==> src/rtl/wb_pkg.sv <==
// Shared types for the writeback stage: writeback source, FSM states,
// load funct3 encodings and the captured MEM/WB entry.
package wb_pkg;

    typedef enum logic [1:0] {
        ALU  = 2'b00,
        LOAD = 2'b01,
        PC4  = 2'b10
    } wb_sel_e;

    typedef enum logic [1:0] {
        EMPTY     = 2'b00,
        FULL      = 2'b01,
        WAIT_LOAD = 2'b10
    } wb_state_e;

    localparam logic [2:0] F3_LB  = 3'b000;
    localparam logic [2:0] F3_LH  = 3'b001;
    localparam logic [2:0] F3_LW  = 3'b010;
    localparam logic [2:0] F3_LBU = 3'b100;
    localparam logic [2:0] F3_LHU = 3'b101;

    // Control fields of the captured entry; the datapath value is held separately.
    typedef struct packed {
        logic [4:0] rd;
        logic       reg_write;
        wb_sel_e    wb_sel;
        logic [2:0] funct3;
        logic [1:0] addr_lo;
    } wb_entry_t;

endpackage

==> src/rtl/wb_stage_load_ext.sv <==
// Combinational load lane extraction and sign/zero extension.
// Byte and half selection assume a 32-bit aligned data word.
module load_ext
    import wb_pkg::*;
#(
    parameter int W = 32
) (
    input  logic [2:0]   funct3_i,
    input  logic [1:0]   addr_lo_i,
    input  logic [W-1:0] word_i,
    output logic [W-1:0] value_o
);

    logic [7:0]  byte_sel;
    logic [15:0] half_sel;

    always_comb begin
        case (addr_lo_i)
            2'd0:    byte_sel = word_i[7:0];
            2'd1:    byte_sel = word_i[15:8];
            2'd2:    byte_sel = word_i[23:16];
            default: byte_sel = word_i[31:24];
        endcase
        half_sel = addr_lo_i[1] ? word_i[31:16] : word_i[15:0];

        case (funct3_i)
            F3_LB:   value_o = {{(W-8){byte_sel[7]}}, byte_sel};
            F3_LBU:  value_o = {{(W-8){1'b0}}, byte_sel};
            F3_LH:   value_o = {{(W-16){half_sel[15]}}, half_sel};
            F3_LHU:  value_o = {{(W-16){1'b0}}, half_sel};
            default: value_o = word_i;
        endcase
    end

endmodule

==> src/rtl/wb_stage.sv <==
// Writeback stage: MEM/WB register, source select, load wait and RF write port.
// Optional macro WB_INSTRET_EN adds a 64-bit retired-instruction counter.
module wb_stage
    import wb_pkg::*;
#(
    parameter int REG_WIDTH = 32
) (
    input  logic                 clk,
    input  logic                 reset,
    input  logic                 in_valid,
    output logic                 in_ready,
    input  logic [4:0]           in_rd,
    input  logic                 in_reg_write,
    input  logic [1:0]           in_wb_sel,
    input  logic [REG_WIDTH-1:0] in_alu_result,
    input  logic [REG_WIDTH-1:0] in_pc_plus4,
    input  logic [2:0]           in_funct3,
    input  logic [1:0]           in_addr_lo,
    input  logic                 flush,
    input  logic                 dmem_rvalid,
    input  logic [REG_WIDTH-1:0] dmem_rdata,
    output logic [4:0]           rd,
    output logic [REG_WIDTH-1:0] rd_din,
    output logic                 reg_write,
    output logic                 pend_valid,
    output logic [4:0]           pend_rd
`ifdef WB_INSTRET_EN
    ,
    output logic [63:0]          instret
`endif
);

    wb_state_e            state_q, state_d;
    wb_entry_t            entry_q, entry_d;
    logic [REG_WIDTH-1:0] data_q, data_d;
    logic                 accept, retire;
    logic [REG_WIDTH-1:0] load_val, wb_val;

    load_ext #(.W(REG_WIDTH)) u_load_ext (
        .funct3_i  (entry_q.funct3),
        .addr_lo_i (entry_q.addr_lo),
        .word_i    (dmem_rdata),
        .value_o   (load_val)
    );

    // Non-load values are pre-selected at capture; loads take the live response.
    assign wb_val = (entry_q.wb_sel == LOAD) ? load_val : data_q;

    always_ff @(posedge clk or posedge reset) begin
        if (reset) begin
            state_q <= EMPTY;
            entry_q <= '0;
            data_q  <= '0;
        end else begin
            state_q <= state_d;
            entry_q <= entry_d;
            data_q  <= data_d;
        end
    end

    always_comb begin
        in_ready = 1'b1;
        retire   = 1'b0;
        case (state_q)
            FULL:      retire = 1'b1;
            WAIT_LOAD: begin
                in_ready = dmem_rvalid;
                retire   = dmem_rvalid;
            end
            default: ;
        endcase

        accept  = in_valid & in_ready & ~flush;
        state_d = state_q;
        entry_d = entry_q;
        data_d  = data_q;

        // A retiring slot may be refilled in the same cycle.
        if (accept) begin
            entry_d.rd        = in_rd;
            entry_d.reg_write = in_reg_write;
            entry_d.funct3    = in_funct3;
            entry_d.addr_lo   = in_addr_lo;
            case (in_wb_sel)
                2'b01:   entry_d.wb_sel = LOAD;
                2'b10:   entry_d.wb_sel = PC4;
                default: entry_d.wb_sel = ALU;
            endcase
            data_d  = (in_wb_sel == 2'b10) ? in_pc_plus4 : in_alu_result;
            state_d = (in_wb_sel == 2'b01) ? WAIT_LOAD : FULL;
        end else if (retire) begin
            state_d = EMPTY;
        end

        reg_write  = retire & entry_q.reg_write & (entry_q.rd != 5'd0);
        rd         = reg_write ? entry_q.rd : 5'd0;
        rd_din     = reg_write ? wb_val : '0;
        pend_valid = (state_q != EMPTY);
        pend_rd    = pend_valid ? entry_q.rd : 5'd0;
    end

`ifdef WB_INSTRET_EN
    logic [63:0] instret_q;

    always_ff @(posedge clk or posedge reset) begin
        if (reset) begin
            instret_q <= '0;
        end else if (retire) begin
            instret_q <= instret_q + 64'd1;
        end
    end

    assign instret = instret_q;
`endif

endmodule
==> config.mk <==
export PLATFORM = sky130hd
export DESIGN_NAME = wb_stage
export DESIGN_NICKNAME = d
export VERILOG_FILES = /design/src/rtl/wb_pkg.sv /design/src/rtl/wb_stage_load_ext.sv /design/src/rtl/wb_stage.sv
export SDC_FILE = /design/constraint.sdc
export NUM_CORES = 1
export LEC_CHECK = 0
export BUFFER_PORTS_ARGS = -buffer_cell sky130_fd_sc_hd__buf_2
export CORE_ASPECT_RATIO = 1.25
export CORE_MARGIN = 2
export CORE_UTILIZATION = 44
export CTS_CLUSTER_DIAMETER = 100
export DETAILED_ROUTE_END_ITERATION = 10
export PLACE_DENSITY_LB_ADDON = 0.15
export SKIP_LAST_GASP = 1
export SLEW_MARGIN = 40
export SYNTH_ARGS = -nofsm -noshare
export SYNTH_HDL_FRONTEND = slang
export SYNTH_HIERARCHICAL = 1
export SYNTH_SLANG_ARGS = --single-unit
==> constraint.sdc <==
create_clock -name clk -period 1.65 [get_ports clk]
set_clock_uncertainty 0.05 [all_clocks]
set_input_delay 0.165 -clock clk [delete_from_list [all_inputs] [get_ports clk]]
set_output_delay 0.165 -clock clk [all_outputs]
set_load 0.005 [all_outputs]
==> out/metrics.cfg, run 1 <==
[floorplan]
dieHeight_um = 108
dieArea_um2 = 9480
start_util = 0.448
ios = 159
die_x_um = 87.5
core_um2 = 8560
row_count = 38

[clock_tree]
clk_latency_ns = 0.31
clkTransAtPathRegs_ns = 0.10
h-tree-depth = 2
tritoncts = yes
cts_max_path_buffers = 2
clock_sinks = 47
cts_made_buffers = 5
root_buffer = clkbuf_8

[timing]
worstMarginPinSlew_ns = 0.503
hold_viol = 0
slew_viol_final = 0
rsz0062_at_grt = yes
setup_violations = 64
fmax_ghz = 0.431
period_minus_slack_ns = 2.32
fin_ws_ns = -0.668
fin_crit_sh = 1.41
max_slew_margin = 0.664

[global_routing]
grt_max_degree = 31
grt_use_met2 = 0.477
grt_pass1_vias = 3728
grt_pass1_wl_um = 19700
track_usage = 0.271
grt_use_met3 = 0.0336
grt_util_met1 = 0.353
grt_overflow = 0
grt-busiest-layer = met2
antenna_found_initial = 0

[setup_path]
r2r_end = entry_q[0]
startpoint_type = register
crit_arrival_ns = 2.10
r2r_start = state_q[1]
rrSetupSlack_ns = -0.18
critPathRequiredTime_ns = 1.43
setup.worst_path.class = register to primary output
r2r.worst_path.cells = 8
path_max_fanout = 7
critPathCaptureType = primary output

[placement]
port_buffers = 158
dp_hpwl_um = 9550
gp_congestion = 0.895

[routing]
antenna_left = 0
drtIter0Drc = 196
post_drt_wl_per_cell_um = 19.3
drc = 0
via_per_inst = 5.59
first_pass_iters = 4
wl_um = 14000
vias = 4055

[synth]
syn_area_per_cell_um2 = 9.32
async_reset_ff_frac = 1.00
yosysWarnings = 6
syn_nets = 528
synth_cell_types = 39
ys_seq_elements = 47
synthesis.area_um2 = 3830
syn_inst = 411
synth_edf_count = 0
ys_seq_area_frac = 0.307
synth_top_flop_cell = dfrtp_1

[hold_path]
min_to = entry_q[3]
hp-class = input pin to register
hold_depth = 2
min-delay-start = in_funct3[1]

[layout]
layout_common_cells = buf_2 (154), mux2i_1 (63), buf_4 (51), a21oi_1 (48), dfrtp_1 (46)
final_nets = 741
final_layout_size_suffix_gt1_frac = 0.582
final_common_cell = buf_2
n_fill_cell = 696
utilization = 0.701
diodes = 0
area_growth_pct = 56.5

[pwr]
power_density_nw_per_um2 = 1020
vdd_drop_max_v = 0.000795
leakage_uw = 0.00277
totalPowerFinal_uw = 6120

[flow_run]
maxCapViolations = 0

[run_status]
status = complete, but fails checks
violations = negative setup slack

-- per-layer routing --
| layer | vias up | wire [µm] |
|---|---|---|
| met3 | 16 | 584 |
| met1 | 1974 | 5710 |
| li1 | 1929 | - |
| met2 | 136 | 7490 |
| met4 | 0 | 240 |
| met5 | - | 0 |
-- cell usage after synthesis, types with 2 or more instances --
| cell type | number | area share |
|---|---|---|
| nand2_1 | 7 | 0.0069 |
| nor2_1 | 31 | 0.030 |
| and3_1 | 4 | 0.0065 |
| buf_2 | 12 | 0.016 |
| dfrtp_1 | 47 | 0.31 |
| mux2i_1 | 63 | 0.16 |
| mux2_4 | 2 | 0.0078 |
| nand2b_1 | 2 | 0.0033 |
| o21ai_0 | 4 | 0.0052 |
| inv_1 | 15 | 0.015 |
| a311oi_1 | 7 | 0.016 |
| o22ai_1 | 16 | 0.026 |
| nor3_1 | 28 | 0.037 |
| nor2b_1 | 18 | 0.029 |
| nor3_2 | 4 | 0.010 |
| a21oi_1 | 72 | 0.094 |
| mux2_2 | 18 | 0.053 |
| buf_4 | 6 | 0.012 |
| clkbuf_1 | 10 | 0.0098 |
| a221oi_1 | 2 | 0.0046 |
| mux4_1 | 7 | 0.048 |
| o221ai_1 | 3 | 0.0069 |
| ha_1 | 3 | 0.0098 |
| buf_6 | 11 | 0.032 |
| o221ai_2 | 4 | 0.016 |
| nand3_1 | 2 | 0.0026 |
-- worst max-delay path: stages, from the launching register on --
cell	delay, ns
dfrtp_2	0.49
mux2_4	0.34
a22oi_4	0.27
buf_6	0.20
o22ai_2	0.09
mux2i_1	0.21
nor3_1	0.07
buf_2	0.13
-- cell type report --
type	instances	area, µm²	area share
Multi-Input combinational cell	307	2730	0.456
Timing Repair Buffer	246	1810	0.302
Sequential cell	47	1180	0.196
Tap cell	100	125	0.0209
Clock buffer	6	72.6	0.0121
Inverter	17	63.8	0.0106
Clock inverter	2	12.5	0.00209
-- state kept, by name (all words and copies together) (netlist names) --
name     count
state_q      2
data_q      32
entry_q     13
-- worst max-delay path by stage --
stage                           from         end  slack (ns)  cells after the start
after floorplan           entry_q[0]  rd_din[27]       -0.07                      7
after global placement    entry_q[0]  rd_din[15]       -0.40                      7
after detailed placement  entry_q[0]   rd_din[7]       -0.37                      6
after CTS                 entry_q[1]  rd_din[14]       -0.64                      9
after global routing      entry_q[1]  rd_din[16]       -0.75                      8
final                     entry_q[0]  rd_din[20]       -0.67                      7
-- where the power goes --
group          internal [µW]  total, µW  switching, µW  leakage [µW]
Combinational           2010       3810           1800       0.00219
Clock                    297        716            419     0.0000412
Sequential              1390       1590            204      0.000535
Total                   3690       6120           2430       0.00277
-- logic make-up (layout without fill, tap and decap cells) --
group,Yosys count,count (layout),share of synthesized area
AOI/OAI and AO/OA,112,112,0.181
adders and majority gates,3,3,0.00980
buffers and inverters,57,271,0.0872
DFF,47,47,0.307
muxes,91,91,0.276
and+or+nand+nor,101,101,0.139
-- per-stage QoR --
step	worst slack, ns	hold WS [ns]	std cells	instance area [µm²]	TNS (ns)
2_1_floorplan	-0.0662	0.254	411	3830	-0.689
3_3_place_gp	-0.400	0.164	695	5120	-9.90
3_5_place_dp	-0.372	0.174	695	5120	-11.10
4_1_cts	-0.635	0.0213	718	5590	-21.98
5_1_grt	-0.747	0.0189	725	6000	-26.98
6_report	-0.668	0.0251	725	6000	-22.71
-- timing repair --
action	4_1_cts	5_1_grt
pin swaps	6	14
endpoints found under the setup margin	54	91
hold endpoints to repair	18	0
setup buffers	11	8
gates resized for setup	46	82
hold buffers	1	0
gates cloned	4	8
No activity file was read; power rests on OpenSTA's default activity.
==> run 2, diff against run 1 <==
--- a/config.mk
+++ b/config.mk
@@ -7,7 +7,6 @@
 export LEC_CHECK = 0
 export BUFFER_PORTS_ARGS = -buffer_cell sky130_fd_sc_hd__buf_2
 export CORE_ASPECT_RATIO = 1.25
-export CORE_MARGIN = 2
 export CORE_UTILIZATION = 44
 export CTS_CLUSTER_DIAMETER = 100
 export DETAILED_ROUTE_END_ITERATION = 10
==> run 2 against run 1 <==
- the flow still finishes with violations (negative setup slack)
- clock-buffer cell count is the same
- clock power shrank 1%
- register-to-register slack gained 0.06 ns
- core utilization grew 3.6 points
- cell area grew 2.3%
- critical path type unchanged
- largest power group unchanged
==> out/metrics.cfg, run 2 (synthesized netlist as in run 1, its figures left out) <==
[clock_tree]
cts_made_buffers = 5
clk_latency_ns = 0.30
cts_max_path_buffers = 2
clock_sinks = 47
h-tree-depth = 2
root_buffer = clkbuf_8
tritoncts = yes
clkTransAtPathRegs_ns = 0.09

[routing]
wl_um = 14000
drtIter0Drc = 309
first_pass_iters = 5
vias = 4240
post_drt_wl_per_cell_um = 19.2
antenna_left = 0
drc = 0
via_per_inst = 5.79

[timing]
worstMarginPinSlew_ns = 0.550
setup_violations = 73
finalSetupTns_ns = -22.19
slew_viol_final = 0
fmax_ghz = 0.428
rsz0062_at_grt = yes
max_slew_margin = 0.633
fin_ws_ns = -0.686
period_minus_slack_ns = 2.34
fin_crit_sh = 1.42
hold_viol = 0

[hold_path]
hp-class = input pin to register

[pwr]
swShare = 0.398
vdd_drop_max_v = 0.000626
seq_power_share = 0.258
pwr-share-comb = 0.627
internal_power_uw = 3710
leakage_uw = 0.00286
power_frac_clock = 0.115
switching_power_uw = 2450
power_density_nw_per_um2 = 1000

[floorplan]
row_count = 37
start_util = 0.460
dieHeight_um = 106
ios = 159
core_um2 = 8330
dieArea_um2 = 9090
die_x_um = 85.5

[global_routing]
track_usage = 0.287
antenna_found_initial = 0
grt_max_degree = 48
grt_pass1_vias = 4074
grt_overflow = 0
grt_pass1_wl_um = 20500

[run_status]
status = complete, but fails checks
violations = negative setup slack

[layout]
regMostFlops = data_q
utilization = 0.736
layout_common_cells = buf_2 (156), mux2i_1 (62), buf_4 (61), a21oi_1 (56), dfrtp_1 (45)
area_growth_pct = 60.1
top_regs = data_q (32), entry_q (13), state_q (2)
final_nets = 751
final_common_cell = buf_2
largest_reg_flops = 32
final_layout_size_suffix_gt1_frac = 0.591
diodes = 0

[flow_run]
maxCapViolations = 0

[setup_path]
rrSetupSlack_ns = -0.12
setup.worst_path.class = register to primary output
critPathCaptureType = primary output
startpoint_type = register
path_max_fanout = 7
critPathRequiredTime_ns = 1.43
crit_arrival_ns = 2.12

[placement]
dp_slack_ns = -0.392
gp_congestion = 0.896
port_buffers = 158
dp_hpwl_um = 9340

-- run 2: changes by cell type in the layout (fill, tap and decap cells not counted), sizes merged --
cell    delta
o31a       +1
buf        +7
bufbuf     +1
clkbuf     +1
-- run 2: critical path, cell delays in order, from the launching register on --
cell and delay, ns:
dfrtp_2 0.45, mux2_4 0.33, a22oi_4 0.29, buf_6 0.20, o22ai_2 0.08, mux2i_1 0.25, nor3_2 0.07, buf_2 0.13
-- run 2: power groups by stage --
stage               logic [µW]  registers, µW  clock network [µW]
finish                    3860           1590                 706
global route              4110           1620                 759
CTS                       3360           1570                 715
floorplan                 1710           1520                   0
global placement          2750           1570                   0
detailed placement        2800           1580                   0
-- run 2: cell type report --
class | count | area, µm²
Inverter | 17 | 63.8
Clock inverter | 2 | 12.5
Clock buffer | 6 | 72.6
Timing Repair Buffer | 255 | 1910
Fill cell | 639 | 2200
Tap cell | 97 | 121
Sequential cell | 47 | 1180
Multi-Input combinational cell | 308 | 2780
-- run 2: path summary, 6_finish.rpt --
kind,from,to,depth (start not counted)
worst max-delay path,entry_q[0],rd_din[28],7
worst min-delay path,in_reg_write,entry_q[7],2
worst max register to register,state_q[1],entry_q[1],7
worst min register to register,data_q[19],data_q[19],2
max in group asynchronous,reset,entry_q[0],4
min in group asynchronous,reset,data_q[4],4
-- run 2: metrics by stage --
| step | cells | area (µm²) | hold slack [ns] | power [µW] |
|---|---|---|---|---|
| after floorplan | 411 | 3830 | 0.254 | 3240 |
| after global placement | 693 | 5110 | 0.170 | 4320 |
| after detailed placement | 693 | 5110 | 0.174 | 4380 |
| after CTS | 714 | 5570 | 0.0341 | 5640 |
| after global routing | 732 | 6140 | 0.0378 | 6480 |
| final | 732 | 6140 | 0.0390 | 6160 |
-- run 2: layer usage --
layer  share of wire  track usage
met1            0.40        0.368
met2            0.50        0.481
met3           0.065       0.0396
met4           0.037        0.120
met5               0            0
-- run 2: repair_timing --
action	4_1_cts	5_1_grt
cloned	6	8
endpoints found under the setup margin	39	72
buffers inserted	6	11
gates resized for setup	61	73
pin swaps	16	15
hold buffers	1	0
endpoints found under the hold margin	47	0
